`config.mk`:
```
export PLATFORM = sky130hd
export DESIGN_NAME = alu_mdu_flat
export DESIGN_NICKNAME = d
export VERILOG_FILES = /design/src/rtl/alu_pkg.sv /design/src/rtl/alu_mdu_if.sv /design/src/rtl/alu_mdu_muldiv_iter.sv /design/src/rtl/alu_mdu.sv /design/src/flat_wrapper.sv
export SDC_FILE = /design/constraint.sdc
export NUM_CORES = 1
export LEC_CHECK = 0
export ABC_AREA = 1
export BUFFER_PORTS_ARGS = -buffer_cell sky130_fd_sc_hd__buf_2
export CAP_MARGIN = 0
export CORE_ASPECT_RATIO = 0.9
export CORE_MARGIN = 5
export CORE_UTILIZATION = 25
export DETAILED_ROUTE_END_ITERATION = 16
export HOLD_SLACK_MARGIN = 0.06
export SLEW_MARGIN = 0
export SYNTH_ARGS = -nofsm -noshare
export SYNTH_HDL_FRONTEND = slang
export SYNTH_SLANG_ARGS = --single-unit
export TNS_END_PERCENT = 30
```
`constraint.sdc`:
```
create_clock -name clk -period 3.5 [get_ports clk]
set_input_delay 0.35 -clock clk [delete_from_list [all_inputs] [get_ports clk]]
set_output_delay 0.35 -clock clk [all_outputs]
set_load 0.005 [all_outputs]
```
`src/rtl/alu_pkg.sv`:
```
// Shared definitions for the EX-stage ALU / multiply-divide unit.
package alu_pkg;

    localparam int unsigned FW = 4;

    localparam logic [FW-1:0] FN_ADD = 4'd0;
    localparam logic [FW-1:0] FN_SUB = 4'd1;
    localparam logic [FW-1:0] FN_AND = 4'd2;
    localparam logic [FW-1:0] FN_NOR = 4'd3;
    localparam logic [FW-1:0] FN_SLL = 4'd4;
    localparam logic [FW-1:0] FN_SRL = 4'd5;
    localparam logic [FW-1:0] FN_SRA = 4'd6;
    localparam logic [FW-1:0] FN_LHB = 4'd7;
    localparam logic [FW-1:0] FN_MUL = 4'd8;
    localparam logic [FW-1:0] FN_DIV = 4'd9;
    localparam logic [FW-1:0] FN_REM = 4'd10;

    typedef enum logic [1:0] {
        ST_IDLE = 2'd0,
        ST_RUN  = 2'd1,
        ST_DONE = 2'd2
    } state_e;

    // Saturation limits for a dw-bit two's-complement value, zero-extended to 64 bits.
    function automatic logic [63:0] max_pos(input int unsigned dw);
        return (64'd1 << (dw - 1)) - 64'd1;
    endfunction

    function automatic logic [63:0] max_neg(input int unsigned dw);
        return 64'd1 << (dw - 1);
    endfunction

endpackage

```
`src/rtl/alu_mdu_if.sv`:
```
// Request/result bundle between the EX-stage control and the ALU/MDU.
interface alu_mdu_if
    import alu_pkg::*;
#(
    parameter int unsigned DW = 16,
    parameter int unsigned SW = $clog2(DW)
);
    logic          start;
    logic [FW-1:0] func;
    logic [DW-1:0] src0;
    logic [DW-1:0] src1;
    logic [SW-1:0] shamt;
    logic          flush;
    logic          busy;
    logic          res_vld;
    logic [DW-1:0] dst;
    logic          ov;
    logic          zr;
    logic          neg;
    logic          dz;

    modport master (
        output start, func, src0, src1, shamt, flush,
        input  busy, res_vld, dst, ov, zr, neg, dz
    );

    modport slave (
        input  start, func, src0, src1, shamt, flush,
        output busy, res_vld, dst, ov, zr, neg, dz
    );
endinterface

```
`src/rtl/alu_mdu_muldiv_iter.sv`:
```
// Unsigned iterative engine: DW shift-add (multiply) or restoring-subtract (divide) steps.
module muldiv_iter #(
    parameter int unsigned DW = 16
) (
    input  logic            clk,
    input  logic            rst_n,
    input  logic            i_go,
    input  logic            i_flush,
    input  logic            i_div,
    input  logic [DW-1:0]   i_mag0,
    input  logic [DW-1:0]   i_mag1,
    output logic [2*DW-1:0] o_raw,
    output logic            o_done_c
);
    localparam int unsigned CW = $clog2(DW);

    // Multiply: acc = {partial, multiplier}. Divide: acc = {remainder, dividend/quotient}.
    logic [2*DW-1:0] r_acc;
    logic [2*DW-1:0] w_acc_nxt;
    logic [DW-1:0]   r_b;
    logic            r_div;
    logic            r_run;
    logic [CW-1:0]   r_cnt;
    logic [DW:0]     w_sum;
    logic [DW:0]     w_shl;
    logic [DW:0]     w_diff;

    always_comb begin
        w_sum  = {1'b0, r_acc[2*DW-1:DW]} + {1'b0, (r_acc[0] ? r_b : {DW{1'b0}})};
        w_shl  = {r_acc[2*DW-1:DW], r_acc[DW-1]};
        w_diff = w_shl - {1'b0, r_b};
        if (!r_div)
            w_acc_nxt = {w_sum, r_acc[DW-1:1]};
        else if (w_diff[DW])
            w_acc_nxt = {w_shl[DW-1:0], r_acc[DW-2:0], 1'b0};
        else
            w_acc_nxt = {w_diff[DW-1:0], r_acc[DW-2:0], 1'b1};
    end

    assign o_done_c = r_run && (r_cnt == CW'(DW - 1));
    assign o_raw    = r_acc;

    always_ff @(posedge clk or negedge rst_n) begin
        if (!rst_n) begin
            r_acc <= '0;
            r_b   <= '0;
            r_div <= 1'b0;
            r_run <= 1'b0;
            r_cnt <= '0;
        end else if (i_go) begin
            r_acc <= {{DW{1'b0}}, (i_div ? i_mag1 : i_mag0)};
            r_b   <= i_div ? i_mag0 : i_mag1;
            r_div <= i_div;
            r_run <= 1'b1;
            r_cnt <= '0;
        end else if (i_flush) begin
            r_run <= 1'b0;
        end else if (r_run) begin
            r_acc <= w_acc_nxt;
            r_cnt <= r_cnt + CW'(1);
            if (o_done_c) r_run <= 1'b0;
        end
    end
endmodule

```
`src/rtl/alu_mdu.sv`:
```
// Saturating EX-stage ALU with an iterative signed MUL/DIV/REM path and registered results/flags.
module alu_mdu
    import alu_pkg::*;
#(
    parameter int unsigned DW = 16,
    parameter int unsigned SW = $clog2(DW)
) (
    input  logic     clk,
    input  logic     rst_n,
    alu_mdu_if.slave bus
);
    localparam int unsigned HW  = DW / 2;
    localparam int unsigned DW2 = 2 * DW;
    localparam logic [DW-1:0] MAXPOS = DW'(max_pos(DW));
    localparam logic [DW-1:0] MAXNEG = DW'(max_neg(DW));

    state_e          r_state, w_state_nxt;
    logic [FW-1:0]   r_func;
    logic            r_s0, r_s1;
    logic [DW-1:0]   r_dst;
    logic            r_ov, r_zr, r_neg, r_dz, r_vld, r_busy;

    logic            w_go, w_load, w_rsvd, w_ov_nxt, w_dz_nxt;
    logic [DW-1:0]   w_dst_nxt;
    logic            w_is_md, w_is_dr, w_src0_zero;
    logic [DW-1:0]   w_mag0, w_mag1;
    logic [SW-1:0]   w_shamt;
    logic [DW:0]     w_add, w_sub;
    logic signed [DW-1:0] w_sra;
    logic [DW-1:0]   w_sc_dst;
    logic            w_sc_ov, w_sc_dz, w_sc_rsvd;
    logic [DW-1:0]   w_md_dst;
    logic            w_md_ov, w_md_negres;
    logic [DW2-1:0]  w_raw;
    logic [DW-1:0]   w_lo, w_hi;
    logic            w_done_c;

    function automatic logic [DW:0] sat_sum(input logic [DW:0] x);
        if (x[DW] != x[DW-1]) return {1'b1, (x[DW] ? MAXNEG : MAXPOS)};
        return {1'b0, x[DW-1:0]};
    endfunction

    assign w_is_dr     = (bus.func == FN_DIV) || (bus.func == FN_REM);
    assign w_is_md     = (bus.func == FN_MUL) || w_is_dr;
    assign w_src0_zero = (bus.src0 == '0);
    assign w_mag0      = bus.src0[DW-1] ? -bus.src0 : bus.src0;
    assign w_mag1      = bus.src1[DW-1] ? -bus.src1 : bus.src1;
    assign w_shamt     = bus.shamt;
    assign w_add       = {bus.src1[DW-1], bus.src1} + {bus.src0[DW-1], bus.src0};
    assign w_sub       = {bus.src1[DW-1], bus.src1} - {bus.src0[DW-1], bus.src0};
    assign w_sra       = $signed(bus.src1) >>> w_shamt;

    muldiv_iter #(.DW(DW)) u_iter (
        .clk     (clk),
        .rst_n   (rst_n),
        .i_go    (w_go),
        .i_flush (bus.flush),
        .i_div   (bus.func != FN_MUL),
        .i_mag0  (w_mag0),
        .i_mag1  (w_mag1),
        .o_raw   (w_raw),
        .o_done_c(w_done_c)
    );

    // Single-cycle results, including the divide-by-zero shortcut.
    always_comb begin
        w_sc_dst  = '0;
        w_sc_ov   = 1'b0;
        w_sc_dz   = 1'b0;
        w_sc_rsvd = 1'b0;
        case (bus.func)
            FN_ADD: {w_sc_ov, w_sc_dst} = sat_sum(w_add);
            FN_SUB: {w_sc_ov, w_sc_dst} = sat_sum(w_sub);
            FN_AND: w_sc_dst = bus.src1 & bus.src0;
            FN_NOR: w_sc_dst = ~(bus.src1 | bus.src0);
            FN_SLL: w_sc_dst = bus.src1 << w_shamt;
            FN_SRL: w_sc_dst = bus.src1 >> w_shamt;
            FN_SRA: w_sc_dst = w_sra;
            FN_LHB: w_sc_dst = {bus.src1[HW-1:0], bus.src0[HW-1:0]};
            FN_MUL: w_sc_dst = '0;
            FN_DIV: begin
                w_sc_dz  = 1'b1;
                w_sc_ov  = 1'b1;
                w_sc_dst = bus.src1[DW-1] ? MAXNEG : MAXPOS;
            end
            FN_REM: begin
                w_sc_dz  = 1'b1;
                w_sc_ov  = 1'b1;
                w_sc_dst = bus.src1;
            end
            default: w_sc_rsvd = 1'b1;
        endcase
    end

    assign w_lo        = w_raw[DW-1:0];
    assign w_hi        = w_raw[DW2-1:DW];
    assign w_md_negres = r_s0 ^ r_s1;

    // Sign correction and saturation of the unsigned engine result.
    always_comb begin
        w_md_dst = '0;
        w_md_ov  = 1'b0;
        case (r_func)
            FN_MUL: begin
                if (w_md_negres && (w_raw > DW2'(MAXNEG))) begin
                    w_md_dst = MAXNEG;
                    w_md_ov  = 1'b1;
                end else if (!w_md_negres && (w_raw > DW2'(MAXPOS))) begin
                    w_md_dst = MAXPOS;
                    w_md_ov  = 1'b1;
                end else begin
                    w_md_dst = w_md_negres ? -w_lo : w_lo;
                end
            end
            FN_DIV: begin
                if (!w_md_negres && (w_lo > MAXPOS)) begin
                    w_md_dst = MAXPOS;
                    w_md_ov  = 1'b1;
                end else begin
                    w_md_dst = w_md_negres ? -w_lo : w_lo;
                end
            end
            FN_REM:  w_md_dst = r_s1 ? -w_hi : w_hi;
            default: w_md_dst = '0;
        endcase
    end

    always_ff @(posedge clk or negedge rst_n) begin
        if (!rst_n) r_state <= ST_IDLE;
        else        r_state <= w_state_nxt;
    end

    always_comb begin
        w_state_nxt = r_state;
        w_go        = 1'b0;
        w_load      = 1'b0;
        w_dst_nxt   = w_sc_dst;
        w_ov_nxt    = w_sc_ov;
        w_dz_nxt    = w_sc_dz;
        w_rsvd      = w_sc_rsvd;
        case (r_state)
            ST_IDLE: begin
                if (bus.start) begin
                    if (w_is_md && !(w_is_dr && w_src0_zero)) begin
                        w_go        = 1'b1;
                        w_state_nxt = ST_RUN;
                    end else begin
                        w_load = 1'b1;
                    end
                end
            end
            ST_RUN: begin
                if (bus.flush)     w_state_nxt = ST_IDLE;
                else if (w_done_c) w_state_nxt = ST_DONE;
            end
            ST_DONE: begin
                w_state_nxt = ST_IDLE;
                if (!bus.flush) begin
                    w_load    = 1'b1;
                    w_dst_nxt = w_md_dst;
                    w_ov_nxt  = w_md_ov;
                    w_dz_nxt  = 1'b0;
                    w_rsvd    = 1'b0;
                end
            end
            default: w_state_nxt = ST_IDLE;
        endcase
    end

    // Operand signs are needed again at DONE for sign correction.
    always_ff @(posedge clk or negedge rst_n) begin
        if (!rst_n) begin
            r_func <= '0;
            r_s0   <= 1'b0;
            r_s1   <= 1'b0;
        end else if (w_go) begin
            r_func <= bus.func;
            r_s0   <= bus.src0[DW-1];
            r_s1   <= bus.src1[DW-1];
        end
    end

    always_ff @(posedge clk or negedge rst_n) begin
        if (!rst_n) begin
            r_dst  <= '0;
            r_ov   <= 1'b0;
            r_zr   <= 1'b0;
            r_neg  <= 1'b0;
            r_dz   <= 1'b0;
            r_vld  <= 1'b0;
            r_busy <= 1'b0;
        end else begin
            r_vld  <= w_load;
            r_busy <= (w_state_nxt != ST_IDLE);
            if (w_load) begin
                r_dst <= w_dst_nxt;
                r_ov  <= w_ov_nxt;
                r_dz  <= w_dz_nxt;
                r_zr  <= !w_rsvd && (w_dst_nxt == '0);
                r_neg <= w_dst_nxt[DW-1];
            end
        end
    end

    assign bus.dst     = r_dst;
    assign bus.ov      = r_ov;
    assign bus.zr      = r_zr;
    assign bus.neg     = r_neg;
    assign bus.dz      = r_dz;
    assign bus.res_vld = r_vld;
    assign bus.busy    = r_busy;
endmodule
```
`src/flat_wrapper.sv`:
```
// flat-port wrapper written by rule: the top's interface ports become plain ports
module alu_mdu_flat import alu_pkg::*;
#(
    parameter int unsigned DW = 16,
    parameter int unsigned SW = $clog2(DW)
)
  (clk, rst_n, bus_start, bus_func, bus_src0, bus_src1, bus_shamt, bus_flush, bus_busy, bus_res_vld, bus_dst, bus_ov, bus_zr, bus_neg, bus_dz);
  alu_mdu_if #(.DW(DW), .SW(SW)) bus_i ();
  input  logic clk;
  input  logic rst_n;
  input wire logic [$bits(bus_i.start)-1:0] bus_start;
  input wire logic [$bits(bus_i.func)-1:0] bus_func;
  input wire logic [$bits(bus_i.src0)-1:0] bus_src0;
  input wire logic [$bits(bus_i.src1)-1:0] bus_src1;
  input wire logic [$bits(bus_i.shamt)-1:0] bus_shamt;
  input wire logic [$bits(bus_i.flush)-1:0] bus_flush;
  output wire logic [$bits(bus_i.busy)-1:0] bus_busy;
  output wire logic [$bits(bus_i.res_vld)-1:0] bus_res_vld;
  output wire logic [$bits(bus_i.dst)-1:0] bus_dst;
  output wire logic [$bits(bus_i.ov)-1:0] bus_ov;
  output wire logic [$bits(bus_i.zr)-1:0] bus_zr;
  output wire logic [$bits(bus_i.neg)-1:0] bus_neg;
  output wire logic [$bits(bus_i.dz)-1:0] bus_dz;
  assign bus_i.start = bus_start;
  assign bus_i.func = bus_func;
  assign bus_i.src0 = bus_src0;
  assign bus_i.src1 = bus_src1;
  assign bus_i.shamt = bus_shamt;
  assign bus_i.flush = bus_flush;
  assign bus_busy = bus_i.busy;
  assign bus_res_vld = bus_i.res_vld;
  assign bus_dst = bus_i.dst;
  assign bus_ov = bus_i.ov;
  assign bus_zr = bus_i.zr;
  assign bus_neg = bus_i.neg;
  assign bus_dz = bus_i.dz;
  alu_mdu #(.DW(DW), .SW(SW)) u_core (.clk(clk), .rst_n(rst_n), .bus(bus_i));
endmodule
```
Word level (Yosys, flattened, before mapping)
Cells that the tools add are included.
{"block": "word_totals", "ff_bits": 84, "output_inout_bits": 22, "in_bits": 44}
{"block": "classes", "eq_ne": 20, "n_addsub": 9, "reduce_logical": 21, "shifts": 3, "muxes": 62, "n_bitwise": 4, "magnitude_cmp": 3}
{"cell": "$mux W16", "count": 15}
{"cell": "$mux W32", "count": 5}
{"cell": "$pmux W16 S10", "count": 1}
{"cell": "$mux W17", "count": 4}
{"cell": "$neg A16 Y16", "count": 4}
{"cell": "$pmux W16 S3", "count": 1}
{"cell": "$add A16 B16 Y17", "count": 2}
{"cell": "$gt A32 B15 Y1 const B", "count": 1}
{"cell": "$gt A32 B16 Y1 const B", "count": 1}
{"cell": "$logic_not A16 Y1", "count": 2}
{"cell": "$eq A4 B4 Y1 const B", "count": 7}
{"cell": "$mux W1", "count": 25}
{"cell": "$sub A16 B16 Y17", "count": 1}
{"cell": "$sub A17 B16 Y17", "count": 1}
{"cell": "$and A16 B16 Y16", "count": 1}
{"cell": "$eq A4 B3 Y1 const B", "count": 4}
{"cell": "$gt A16 B15 Y1 const B", "count": 1}
{"cell": "$not A16 Y16", "count": 1}
{"cell": "$or A16 B16 Y16", "count": 1}
{"cell": "$shl A16 B4 Y16", "count": 1}
{"cell": "$shr A16 B4 Y16", "count": 1}
{"cell": "$sshr A16 B4 Y16", "count": 1}
{"cell": "$mux W4", "count": 3}
{"cell": "$reduce_or A11 Y1", "count": 1}
{"cell": "other kinds (21)", "count": 37}

Logic depth before layout (Yosys ltp)
{"block": "logic_depth", "word_depth": 10, "depth_mapped": 25}

Modules after synthesis
Synthesis repeated with hierarchy kept, for this count alone.
{"block": "hier_totals", "cells_unflattened": 2257, "hier_area_um2": 13027.5}
{"mod": "alu_mdu", "cells_each": 1459, "seq_area_each_um2": 725.7, "n_inst": 1, "area_per_inst_um2": 8050.2}
{"mod": "muldiv_iter", "cells_each": 798, "seq_area_each_um2": 1351.3, "n_inst": 1, "area_per_inst_um2": 4977.3}

Worst setup path before layout
Ideal clock, no wire load.
{"block": "synth_path", "path_type": "input to register", "from": "input bus_src0[15]", "to": "register u_core.r_zr, in the netlist u_core.bus.zr", "cell_stages": 21, "path_buffers": 3, "setup_slack_ns": 0.599, "arrival_time_ns": 2.784, "path_cell_list": "clkbuf_1 > clkinv_1 > ha_1 > buf_4 > a21oi_1 > nand2_1 > a21oi_1 > nand2_1 > nand2_1 > nand2_2 > a21boi_4 > buf_4 > o21ai_0 > nand3_1 > nand2_1 > nand2_1 > nor2_1 > nand2_1 > nor2_1 > nand2_1 > nand2_1"}
{"block": "synth_via", "elab_chain_cells": 10, "elab_cells_between_ends": 29, "classes_between": "add/sub (2); eq/ne (2); mux (16); bitwise (3); reduce/logical (6)"}
{"item": "start: declaration", "line": "flat_wrapper.sv:13", "text": "input wire logic [$bits(bus_i.src0)-1:0] bus_src0;"}
{"item": "$sub A16 B16 Y17 / $add A16 B16 Y17 (equally long branches)", "line": "alu_mdu.sv:50, alu_mdu.sv:49"}
{"item": "$ne A1 B1 Y1", "line": "alu_mdu.sv:39", "text": "if (x[DW] != x[DW-1]) return {1'b1, (x[DW] ? MAXNEG : MAXPOS)};"}
{"item": "$mux W1", "line": "alu_mdu.sv:39"}
{"item": "$mux W1", "line": "alu_mdu.sv:71", "text": "case (bus.func)"}
{"item": "$mux W17", "line": "alu_mdu.sv:40", "text": "return {1'b0, x[DW-1:0]};"}
{"item": "$pmux W16 S10", "line": "alu_mdu.sv:71"}
{"item": "$mux W16", "line": "alu_mdu.sv:158", "text": "if (!bus.flush) begin"}
{"item": "$mux W16", "line": "alu_mdu.sv:141", "text": "case (r_state)"}
{"item": "$logic_not A16 Y1", "line": "alu_mdu.sv:199", "text": "r_zr <= !w_rsvd && (w_dst_nxt == '0);"}
{"item": "$logic_and A1 B1 Y1", "line": "alu_mdu.sv:199"}
{"item": "end signal: assignment", "line": "alu_mdu.sv:199"}
{"item": "end: declaration", "line": "alu_mdu.sv:21", "text": "logic r_ov, r_zr, r_neg, r_dz, r_vld, r_busy;"}
Parallel ways exist; a longest one is shown, timed or not. The select of a mux whose other input is x is not followed.
A chain may end at the register's enable or synchronous reset.

Worst setup path in the final report
{"block": "layout_path", "from": "register u_core.u_iter.r_acc[15], in the netlist u_core.u_iter.o_raw[15]", "to": "register u_core.u_iter.r_acc[25], in the netlist u_core.u_iter.o_raw[25]"}
{"block": "layout_via", "elab_chain_cells": 6}
{"item": "start: declaration", "line": "alu_mdu_muldiv_iter.sv:18", "text": "logic [2*DW-1:0] r_acc;"}
{"item": "start signal: assignment", "line": "alu_mdu_muldiv_iter.sv:51", "text": "r_acc <= {{DW{1'b0}}, (i_div ? i_mag1 : i_mag0)};"}
{"item": "start signal: assignment", "line": "alu_mdu_muldiv_iter.sv:59", "text": "r_acc <= w_acc_nxt;"}
{"item": "$sub A17 B16 Y17", "line": "alu_mdu_muldiv_iter.sv:31", "text": "w_diff = w_shl - {1'b0, r_b};"}
{"item": "$mux W32", "line": "alu_mdu_muldiv_iter.sv:34", "text": "else if (w_diff[DW])"}
{"item": "$mux W32", "line": "alu_mdu_muldiv_iter.sv:32", "text": "if (!r_div)"}
{"item": "$mux W32", "line": "alu_mdu_muldiv_iter.sv:58", "text": "end else if (r_run) begin"}
{"item": "$mux W32", "line": "alu_mdu_muldiv_iter.sv:56", "text": "end else if (i_flush) begin"}
{"item": "$mux W32", "line": "alu_mdu_muldiv_iter.sv:50", "text": "end else if (i_go) begin"}
No other way between the ends. The select of a mux whose other input is x is not followed.

==> impl_summary.log <==
[metrics] IR Drop Worst-Case VDD: 305 µV
[metrics] overall routed net length: 50100 µm
[metrics] area added between synthesis and finish: 11.2%
[metrics] Clk Tree Root Cell: clkbuf_16
[metrics] Worst slew margin: 36.1%
[metrics] setup repair after global routing missed its margin: no
[metrics] register bit count reported by yosys: 83
[metrics] number of fillers in the final layout: 5365
[metrics] startpoint of the worst register-to-register path: u_core.u_iter.o_raw[15]
[metrics] input/output buffers: 65
[metrics] number of antenna-violating nets in the routed design: 0
[metrics] CTS buffer count: 9
[metrics] number of placed I/O pins: 66
[metrics] post-synthesis cell type count: 51
[metrics] total number of vias: between 10000 and 15000
[metrics] antenna cells: 0
[metrics] sequential cell area: 2080 µm²
[metrics] core region area: around 48000 µm²
[metrics] Max Freq: 313 MHz
[metrics] maximum buffer depth of the clock tree: 2
[metrics] via count of the first global-routing pass: about 13000
[metrics] outcome: complete, no violations
[metrics] cell with the biggest individual delay on the critical path: dfrtp_1
[metrics] number of vias per cell after detailed routing: approximately 5.3
[metrics] total of hold buffers inserted after clock tree synthesis: 0
[metrics] share of synthesized area occupied by flip-flops and latches: 17.2%
[metrics] Tot GR Track Use: a little under a fifth
[metrics] measured slew at the worst slew-check pin: between 0.9 and 1 ns
[metrics] top cells by area, synth: nand2_1 17%, dfrtp_1 17%, ha_1 9.7%
[metrics] Final #Nets: 2197
[metrics] largest net degree at the start of global routing: 73
[metrics] proportion of register bits with asynchronous set or reset after synthesis: 100%
[metrics] GR Util met2: 28.5%
[metrics] length of the first detailed-routing pass in iterations: 6
[metrics] count of unresolved DRC violations after routing: 0
[metrics] number of synthesized flops with an enable pin: 0
[metrics] R2R setup slack: 0.30 ns
[metrics] power spent charging and discharging nets: roughly 4.2 mW
[metrics] die width: roughly 240 µm
[metrics] CP Launch Type: flip-flop
[metrics] CTS HTree Levels: 3
[metrics] Vert. Die Dim: around 220 µm
[metrics] reported max-cap violation count: 0
[metrics] initial antenna violation count: 0
[metrics] Buf/Inv on CP: 3
[metrics] global-route wire length before repair: 77000 µm
[metrics] share of the synthesized area in the top cell type: about 17%
[metrics] worst min path class: input port to asynchronous set/reset pin
[metrics] arrival time reported for the critical path endpoint: 3.40 ns
[metrics] count of synthesis-stage warnings from yosys: 0
[metrics] met1 Use GR: 26.7%
[metrics] DR iter-0 viols: 1874
[metrics] detailed placement HPWL: just over 40000 µm
[metrics] nets in the synthesized netlist: 2158
[metrics] area of the die: 52900 µm²
[metrics] clock network fraction of total power: 13.2%
[metrics] cell row count: 76
[metrics] layout cells sized above 1: 9.66%
[metrics] Final Cycle Share: 91.3%
[metrics] Internal Pwr Total: 3.57 mW
[metrics] part of the power in registers: 21.1%
[metrics] Largest delay share family, worst path: compound AO/OA/AOI/OAI gates
[metrics] logic gate share of total power: 65.7%
[metrics] CTS tree: built
[metrics] path depth of the worst reg2reg path: 15
[metrics] starting density of the core: 25.3%
[metrics] cells after synthesis: 2016
[metrics] final slew viol count: 0
[metrics] Worst-path clk slew: 0.07 ns
[metrics] maximum net fanout on the critical path: 6
[metrics] required time reported for the critical path endpoint: 3.70 ns
[metrics] number of hold violations in the final report: 0
[metrics] power per cell area: 577 nW/µm²
[metrics] busiest layer in global routing: met2
[metrics] r2r endpoint: u_core.u_iter.o_raw[25]
[metrics] Post-Syn Area per Cell: ~6 µm²
[metrics] met3 track demand over resource: 1.96%
[metrics] multi-input gate area in the final layout: ~8700 µm²
[metrics] worst stage delay on the critical path: 0.54 ns
[metrics] detailed-route wire length per cell: between 15 and 20 µm
[metrics] crit path time final: 3.20 ns
[metrics] Final Setup Violations: 0
[metrics] Synth Cell Area: 12100 µm²
[metrics] clock latency at the later pin of the worst-skew pair: 0.36 ns
[metrics] total clock sinks: 83
[metrics] Synth area leader: nand2_1
[metrics] Most used DFF post-synth: dfrtp_1
[metrics] cell breakdown of the critical path: inv_1 > ha_1 > inv_1 > fa_1 > nand3_1 > nand2_1 > a21oi_1 > o21ai_0 > nand3_1 > nand3_1 > nand2_2 > inv_1 > nand2_1 > o2111ai_1 > o21ai_0
[metrics] total negative slack: 0 ns
[metrics] net switching share of the total power: between 50% and 60%
[metrics] leakage dissipation: 6.79 nW
[metrics] Setup CP Type: flip-flop to flip-flop
[metrics] maximum clock skew at final layout: 0.0109 ns
[metrics] GPL Wtd Cong: approximately 1.0
[metrics] utilization after layout: 28.1%
[metrics] grt ovf: 0
[metrics] type of destination of the critical path: flip-flop
-- worst register-to-register path: cells and delay by family (launching register included) --
kind / cells / cell delay, ns
buffers and inverters: 3 / 0.37
AOI/OAI and AO/OA: 4 / 0.92
and+or+nand+nor: 6 / 0.76
DFF: 1 / 0.54
adders and majority gates: 2 / 0.44
-- metrics by stage --
stage	cells	hold WS (ns)	power, mW	cell area (µm²)	setup WS, ns
6_report	2684	0.141	7.76	13400	0.305
2_1_floorplan	2016	0.0544	5.10	12100	0.599
4_1_cts	2683	0.182	7.66	13400	0.280
3_3_place_gp	2667	0.454	6.54	13100	0.224
3_5_place_dp	2667	0.467	6.60	13100	0.220
5_1_grt	2684	0.237	8.40	13400	0.0668
-- worst max-delay path by stage --
| stage | slack (ns) | depth (start not counted) | end | startpoint |
|---|---|---|---|---|
| final | 0.30 | 15 | u_core.u_iter.o_raw[25] | u_core.u_iter.o_raw[15] |
| after global routing | 0.07 | 16 | u_core.u_iter.o_raw[29] | u_core.u_iter.o_raw[0] |
| after CTS | 0.28 | 16 | u_core.u_iter.o_raw[29] | u_core.u_iter.o_raw[0] |
| after detailed placement | 0.22 | 20 | u_core.bus.zr | bus_src0[6] |
| after global placement | 0.22 | 20 | u_core.bus.zr | bus_src0[6] |
| after floorplan | 0.60 | 21 | u_core.bus.zr | bus_src0[15] |
-- final cells by class --
| cell class | count | share of cell area, % |
|---|---|---|
| Multi-Input combinational cell | 1604 | 64.6 |
| Sequential cell | 83 | 15.4 |
| Inverter | 247 | 6.90 |
| Tap cell | 624 | 5.81 |
| Timing Repair Buffer | 110 | 4.95 |
| Clock buffer | 9 | 1.68 |
| Clock inverter | 7 | 0.623 |
-- layer usage --
layer  vias to the layer above  wire (µm)
li1                       6718          -
met1                      6657      23300
met2                       683      21500
met3                        80       3690
met4                         0       1550
met5                         -          0
-- synth_stat cells, drive strengths merged (4+ instances only) --
cell / instances
xor2: 69
nor2: 184
ha: 94
a21oi: 121
o31ai: 5
dfrtp: 83
inv: 241
o21ai: 173
nand3: 156
xnor2: 9
o21a: 7
and2: 6
nor3: 28
o21bai: 8
fa: 4
clkinv: 6
o211ai: 43
o22ai: 14
a211oi: 4
nor4: 11
nand4: 15
nand3b: 4
o221ai: 19
or2: 10
buf: 45
nand2: 581
a31oi: 26
a21boi: 4
clkbuf: 37
-- placed cells by master (no fill, tap or decap), drive strengths merged, types with 7 or more instances in the layout --
master,count
a21oi,121
a31oi,26
buf,110
clkbuf,9
clkinv,8
dfrtp,83
ha,94
inv,245
nand2,581
nand3,156
nand4,15
nor2,184
nor3,28
nor4,11
o211ai,43
o21a,7
o21ai,173
o21bai,8
o221ai,19
o22ai,14
or2,10
xnor2,9
xor2,69
-- what timing repair did --
item	4_1_cts	5_1_grt
setup endpoints to repair	0	1
gates resized for setup	0	2
setup buffers	0	1
-- cell families after synthesis --
| kind of cell | synth area share, % |
|---|---|
| buffers and inverters | 11.1 |
| DFF | 17.2 |
| adders and majority gates | 10.4 |
| AOI/OAI and AO/OA | 20.9 |
| xor gates and xnor gates | 5.65 |
| and+or+nand+nor | 34.7 |
| muxes | 0.166 |
-- power groups by stage --
| stage | sequential [mW] | clock, mW | combinational [mW] |
|---|---|---|---|
| floorplan | 1.50 | 0 | 3.60 |
| global placement | 1.64 | 0 | 4.90 |
| detailed placement | 1.64 | 0 | 4.96 |
| CTS | 1.63 | 1.04 | 4.99 |
| global route | 1.68 | 1.08 | 5.64 |
| finish | 1.64 | 1.03 | 5.10 |
-- flip-flops by register name, indices dropped and copies added, names as in the netlist --
register and count:
u_core.bus.neg 1, u_core.r_func 4, u_core.bus.dst 15, u_core.u_iter.r_run 1
u_core.u_iter.r_cnt 4, u_core.bus.dz 1, u_core.r_s1 1, u_core.bus.res_vld 1
u_core.bus.ov 1, u_core.u_iter.r_b 16, u_core.u_iter.r_div 1, u_core.bus.busy 1
u_core.bus.zr 1, u_core.r_s0 1, u_core.u_iter.o_raw 32, u_core.r_state 2
(Power assumes the default switching activity.)
